File: config.mk
export PLATFORM = sky130hd
export DESIGN_NAME = edram_refresh_scheduler
export DESIGN_NICKNAME = d
export VERILOG_FILES = /design/src/rtl/edram_refresh_scheduler.sv
export SDC_FILE = /design/constraint.sdc
export NUM_CORES = 1
export LEC_CHECK = 0
export ABC_AREA = 1
export CORE_MARGIN = 3
export CORE_UTILIZATION = 44
export CTS_BUF_LIST = sky130_fd_sc_hd__clkbuf_8
export DETAILED_ROUTE_END_ITERATION = 10
export HOLD_SLACK_MARGIN = 0.05
export PLACE_DENSITY = 0.67
export SYNTH_ARGS = -nofsm -noshare
export SYNTH_HDL_FRONTEND = slang
export SYNTH_SLANG_ARGS = --single-unit
File: constraint.sdc
create_clock -name clk -period 4.4 [get_ports clk]
set_input_delay 0.88 -clock clk [delete_from_list [all_inputs] [get_ports clk]]
set_output_delay 0.88 -clock clk [all_outputs]
set_load 0.05 [all_outputs]
File: src/rtl/edram_refresh_scheduler.sv
// Retention refresh sequencer for 16 eDRAM banks: per-bank retention
// counters, round-robin due-bank pick, PMU wakeup, ref_req/ref_ack handshake.
//
// Ports:
//   clk, rst            single clock, synchronous active-high reset
//   bank_retain         bank holds data and must be refreshed
//   bank_active_status  bank is ACTIVE (from the PMU)
//   ref_ack             refresh engine done pulse for ref_bank
//   request_wakeup      one-hot keep-awake request for the selected bank
//   ref_req, ref_bank   refresh request level and its bank index
//   due_mask            banks whose retention counter is saturated
//   busy                FSM not idle
//   wake_timeout_err    sticky: a wakeup did not complete in time
//   refresh_count       (REFRESH_COUNT_EN only) accepted refresh count
//
// Optional feature macro: REFRESH_COUNT_EN
module edram_refresh_scheduler #(
  parameter int NUM_BANKS          = 16,
  parameter int T_RETENTION_CYCLES = 4096,
  parameter int T_WAKE_TIMEOUT     = 128
) (
  input  logic                 clk,
  input  logic                 rst,
  input  logic [NUM_BANKS-1:0] bank_retain,
  input  logic [NUM_BANKS-1:0] bank_active_status,
  input  logic                 ref_ack,
  output logic [NUM_BANKS-1:0] request_wakeup,
  output logic                 ref_req,
  output logic [3:0]           ref_bank,
  output logic [NUM_BANKS-1:0] due_mask,
  output logic                 busy,
  output logic                 wake_timeout_err
`ifdef REFRESH_COUNT_EN
  ,
  output logic [15:0]          refresh_count
`endif
);

  localparam int IW = 4;
  localparam int CW = (T_RETENTION_CYCLES > 1) ?
                      $clog2(T_RETENTION_CYCLES) : 1;
  localparam int WW = (T_WAKE_TIMEOUT > 1) ?
                      $clog2(T_WAKE_TIMEOUT) : 1;

  localparam logic [CW-1:0] CNT_MAX   = CW'(T_RETENTION_CYCLES - 1);
  localparam logic [WW-1:0] WAKE_LAST = WW'(T_WAKE_TIMEOUT - 1);

  localparam logic [1:0] S_IDLE    = 2'd0;
  localparam logic [1:0] S_WAKE    = 2'd1;
  localparam logic [1:0] S_REFRESH = 2'd2;

  logic [1:0]    state;
  logic [1:0]    state_nxt;
  logic [IW-1:0] sel;
  logic [IW-1:0] rr_ptr;
  logic [WW-1:0] wake_timer;
  logic [CW-1:0] cnt [NUM_BANKS];

  logic          pick_vld;
  logic [IW-1:0] pick_idx;
  logic [IW-1:0] scan_idx;

  logic in_idle;
  logic in_wake;
  logic in_ref;
  logic sel_retain;
  logic sel_active;
  logic abort;
  logic ack_ok;
  logic wake_to;

  assign in_idle    = (state == S_IDLE);
  assign in_wake    = (state == S_WAKE);
  assign in_ref     = (state == S_REFRESH);
  assign sel_retain = bank_retain[sel];
  assign sel_active = bank_active_status[sel];

  // Losing retention on the selected bank cancels any work on it.
  assign abort   = !in_idle && !sel_retain;
  assign ack_ok  = in_ref && sel_retain && ref_ack;
  assign wake_to = in_wake && sel_retain && !sel_active &&
                   (wake_timer == WAKE_LAST);

  // Retention counters
  for (genvar i = 0; i < NUM_BANKS; i++) begin : g_cnt
    always_ff @(posedge clk) begin
      if (rst) begin
        cnt[i] <= '0;
      end else if (!bank_retain[i]) begin
        cnt[i] <= '0;
      end else if (ack_ok && (sel == IW'(i))) begin
        cnt[i] <= '0;
      end else if (cnt[i] != CNT_MAX) begin
        cnt[i] <= cnt[i] + CW'(1);
      end
    end
    assign due_mask[i] = (cnt[i] == CNT_MAX);
  end

  // First due bank at or after rr_ptr, wrapping 15 -> 0.
  always_comb begin
    pick_vld = 1'b0;
    pick_idx = rr_ptr;
    scan_idx = '0;
    for (int k = 0; k < NUM_BANKS; k++) begin
      scan_idx = rr_ptr + IW'(k);
      if (!pick_vld && due_mask[scan_idx]) begin
        pick_vld = 1'b1;
        pick_idx = scan_idx;
      end
    end
  end

  always_comb begin
    state_nxt = state;
    unique case (1'b1)
      in_idle: begin
        if (pick_vld) begin
          state_nxt = bank_active_status[pick_idx] ?
                      S_REFRESH : S_WAKE;
        end
      end
      in_wake: begin
        if (abort) begin
          state_nxt = S_IDLE;
        end else if (sel_active) begin
          state_nxt = S_REFRESH;
        end else if (wake_to) begin
          state_nxt = S_IDLE;
        end
      end
      in_ref: begin
        if (abort || ack_ok) begin
          state_nxt = S_IDLE;
        end
      end
      default: state_nxt = S_IDLE;
    endcase
  end

  always_ff @(posedge clk) begin
    if (rst) begin
      state            <= S_IDLE;
      sel              <= '0;
      rr_ptr           <= '0;
      wake_timer       <= '0;
      wake_timeout_err <= 1'b0;
    end else begin
      state <= state_nxt;
      if (in_idle && pick_vld) begin
        sel        <= pick_idx;
        rr_ptr     <= pick_idx + IW'(1);
        wake_timer <= '0;
      end
      if (in_wake) begin
        wake_timer <= wake_timer + WW'(1);
      end
      if (wake_to) begin
        wake_timeout_err <= 1'b1;
      end
    end
  end

`ifdef REFRESH_COUNT_EN
  always_ff @(posedge clk) begin
    if (rst) begin
      refresh_count <= '0;
    end else if (ack_ok) begin
      refresh_count <= refresh_count + 16'd1;
    end
  end
`endif

  assign busy     = !in_idle;
  assign ref_req  = in_ref;
  assign ref_bank = in_ref ? sel : '0;

  // The bank is held awake for the whole wake + refresh window.
  assign request_wakeup = (in_wake || in_ref) ?
                          (NUM_BANKS'(1) << sel) : '0;

endmodule

==> flow_metrics.py <==
metrics = {
    "outcome": {
        "run_status": "completed",
    },
    "sta": {
        "finalClockSkew_ns": 0.0353,
        "maxSlewHeadroom_pct": 60.5,
        "worst_slew_pin_slew_ns": 0.591,
        "max_freq_mhz": 253,
        "hold_slack_ns": 0.465,
        "fin_crit_ns": 3.95,
        "fin_ws_ns": 0.447,
        "final-hold-violation-count": 0,
        "drv_slew": 0,
        "final.period_utilization_pct": 89.8,
        "finalSetupTns_ns": 0,
        "finalSetupViolations": 0,
    },
    "worst_setup_path": {
        "path_class": "flop to flop",
        "cp-startpoint": "cnt[1][48]",
        "cpLargestDelayFamily": "simple AND/OR/NAND/NOR gates",
        "endpoint_kind": "flop",
        "slowest_stage": "o21ai_1",
        "r2r_cells": 27,
        "r2r_slack_ns": 0.45,
        "crit_buf_inv": 3,
        "start_kind": "flop",
        "critical_path_depth": 27,
        "reg2reg_from": "cnt[1][48]",
        "critPathCapture": "state[0]",
        "crit_path_max_incr_delay_ns": 0.40,
        "reg2reg_to": "state[0]",
        "arrival_ns": 4.45,
        "cp_data_required_time_ns": 4.90,
        "cpMostUsedCell": "nand2_1",
        "crit_fanout": 9,
    },
    "logic_synthesis": {
        "synth_edf_count": 192,
        "yosysTopAreaCell": "edfxtp_1",
        "ys_top_cells_by_area": "edfxtp_1 (40%), nand2_1 (17%), nor2_1 (7.2%), inv_1 (4.7%), nand3_1 (4.0%)",
        "yosysUniqueCellTypes": 48,
        "postSynthCellCount": 1930,
        "synthArstFlopShare_pct": 0,
        "netlist.area_leader.share_pct": 40.1,
        "ys.flop_type": "edfxtp_1",
        "ys_ff_latch": 210,
        "netlist_area_um2": 14400,
        "yosysSeqAreaShare_pct": 42.6,
        "avgSynthCellArea_um2": 7.45,
        "ys_warn_count": 0,
        "synth_nets": 1993,
    },
    "placed_design": {
        "gp_congestion": 1.02,
        "place_ws_ns": 0.366,
        "port_buffers": 73,
        "dp_cells": 2455,
        "placed_area_um2": 15900,
        "hpwlAfterDp_mm": 28.2,
    },
    "die": {
        "initial_core_util_pct": 45.1,
        "dieHeight_um": 187,
        "io_pins": 74,
        "core_area_um2": 31900,
        "dieArea_um2": 34900,
        "die_w_um": 187,
        "rows": 65,
    },
    "clocking": {
        "clkTransAtPathRegs_ns": 0.06,
        "cts.path.max_buffers": 3,
        "cts_max_level": 2,
        "cts_buffers": 39,
        "cts.root.buffer_cell": "clkbuf_8",
        "hold_buffers": 0,
        "cts_tree": "done",
        "clock_sinks": 210,
        "clk_latency_ns": 0.56,
    },
    "grt": {
        "grt_max_degree": 37,
        "antenna_found_initial": 0,
        "grt_pass1_wl_mm": 61.7,
        "grt_pass1_vias": 12512,
        "grt_overflow": 0,
        "grt.total_usage_pct": 21.2,
    },
    "route": {
        "via_count": 13062,
        "drc_errors": 0,
        "drt_iter0_drc": 1215,
        "final_antenna_net_count": 0,
        "wirelength_mm": 37.3,
        "viasPerCell": 5.19,
        "drtPass1Iterations": 5,
        "drt-wirelength-per-cell_um": 14.8,
    },
    "pwr": {
        "pwr_density_cell_nw_per_um2": 470,
        "ir_drop_uv": 291,
        "leakage_nw": 6.97,
        "power_mw": 7.84,
    },
    "job": {
        "drv_cap": 0,
    },
    "worst_hold_path": {
        "hold_path.class": "flop to flop",
    },
    "layout": {
        "drive_gt1_share_pct": 8.93,
        "final_nets": 2125,
        "antennaDiodeCount": 0,
        "area.growth.synth_to_final_pct": 15.9,
        "final_util_pct": 52.3,
        "final_area_um2": 16700,
        "final_cell_count_no_fill": 2518,
    },
}
-- timing repair --
item / CTS / global route
setup endpoints to repair: 0 / 5
setup buffers: 0 / 1
gates resized for setup: 0 / 10
hold endpoints to repair: 0 / 0
-- final cells by class --
class | instances | area, µm²
fillers | 3103 | 15200
inverters | 196 | 742
clock buffers | 42 | 578
flip-flops and latches | 210 | 6130
multi-input cells | 1479 | 7340
well taps | 435 | 544
clock inverters | 20 | 130
repair buffers | 136 | 1220
-- layout by cell type, fill, tap and decap left out, types with 3 or more instances in the layout --
cell type | synthesis | routed
a211oi_1 | 3 | 3
a21oi_1 | 53 | 53
a22oi_1 | 8 | 8
buf_4 | 2 | 62
clkbuf_8 | 0 | 42
clkdlybuf4s50_1 | 0 | 73
clkinv_1 | 8 | 15
dfxtp_1 | 18 | 17
edfxtp_1 | 192 | 192
ha_1 | 28 | 28
inv_1 | 179 | 186
inv_2 | 8 | 8
nand2_1 | 634 | 634
nand2_2 | 12 | 12
nand3_1 | 115 | 112
nand3_2 | 4 | 7
nand3b_1 | 6 | 6
nand4_1 | 82 | 82
nor2_1 | 276 | 273
nor2_2 | 5 | 6
nor2_4 | 5 | 7
nor3_1 | 38 | 38
nor3b_1 | 44 | 44
nor4_1 | 3 | 3
o21ai_0 | 22 | 21
o21ai_1 | 3 | 4
o22ai_1 | 9 | 9
or2_2 | 21 | 21
xnor2_1 | 25 | 25
xor2_1 | 62 | 62
-- synthesized netlist by cell type (2+ instances only) --
cell and n:
buf_2 10, buf_4 2, nand4_1 82, and3_1 2
inv_2 8, nand2_2 12, ha_1 28, clkbuf_1 28
or2_2 21, o21a_1 2, nand3_1 115, nor3_1 38
a211oi_1 3, nand2_4 2, nand4_2 2, nand4_4 2
edfxtp_1 192, a22oi_1 8, clkinv_1 8, xor2_1 62
o31ai_1 2, nor2_2 5, nor2_4 5, nand3_2 4
nand2_1 634, xnor2_1 25, buf_6 4, nor4_1 3
dfxtp_1 18, inv_1 179, a21oi_1 53, o21ai_1 3
o21ai_0 22, nand3b_1 6, o22ai_1 9, nor3b_1 44
nor2_1 276
-- where the power goes --
| part | internal [mW] | leakage, nW | switching [mW] |
|---|---|---|---|
| Combinational | 1.15 | 4.08 | 2.65 |
| Sequential | 2.21 | 2.51 | 0.0615 |
| Clock | 0.941 | 0.389 | 0.836 |
| Total | 4.30 | 6.97 | 3.54 |
-- routing by layer --
| metal | wire length (µm) | vias to the layer above | global-route usage (%) |
|---|---|---|---|
| met5 | 0 | - | 0 |
| met2 | 16200 | 399 | 33.3 |
| met3 | 2990 | 87 | 5.04 |
| li1 | - | 6604 | - |
| met4 | 1080 | 0 | 7.33 |
| met1 | 17000 | 5972 | 28.8 |
-- state kept, by name, indices dropped and copies added, names as in the netlist --
| name | cells |
|---|---|
| cnt | 192 |
| rr_ptr | 4 |
| sel | 4 |
| state | 2 |
| wake_timeout_err | 1 |
| wake_timer | 7 |
-- kinds of logic after synthesis --
group	share of synthesized area, %
XOR/XNOR	5.41
adder cells (fa/ha/maj)	2.44
flip-flops	42.6
buffers and inverters	6.65
multiplexers	0.0696
AND/OR/NAND/NOR	38.7
AO/OA/AOI/OAI	4.14
-- tightest hold or removal path: stages, from the launching register on --
cell	delay (ns)
dfxtp_1	0.31
nand2_1	0.06
a21oi_1	0.05
-- worst min-delay path by stage --
stage | startpoint | to | slack [ns] | cells after the start
after floorplan | wake_timer[3] | wake_timer[3] | 0.44 | 2
after global placement | wake_timer[6] | wake_timer[6] | 0.45 | 2
after detailed placement | wake_timeout_err | wake_timeout_err | 0.46 | 2
after CTS | wake_timer[3] | wake_timer[3] | 0.47 | 2
after global routing | wake_timer[3] | wake_timer[3] | 0.50 | 2
final | wake_timer[6] | wake_timer[6] | 0.47 | 2
No activity file was read; power rests on OpenSTA's default activity.
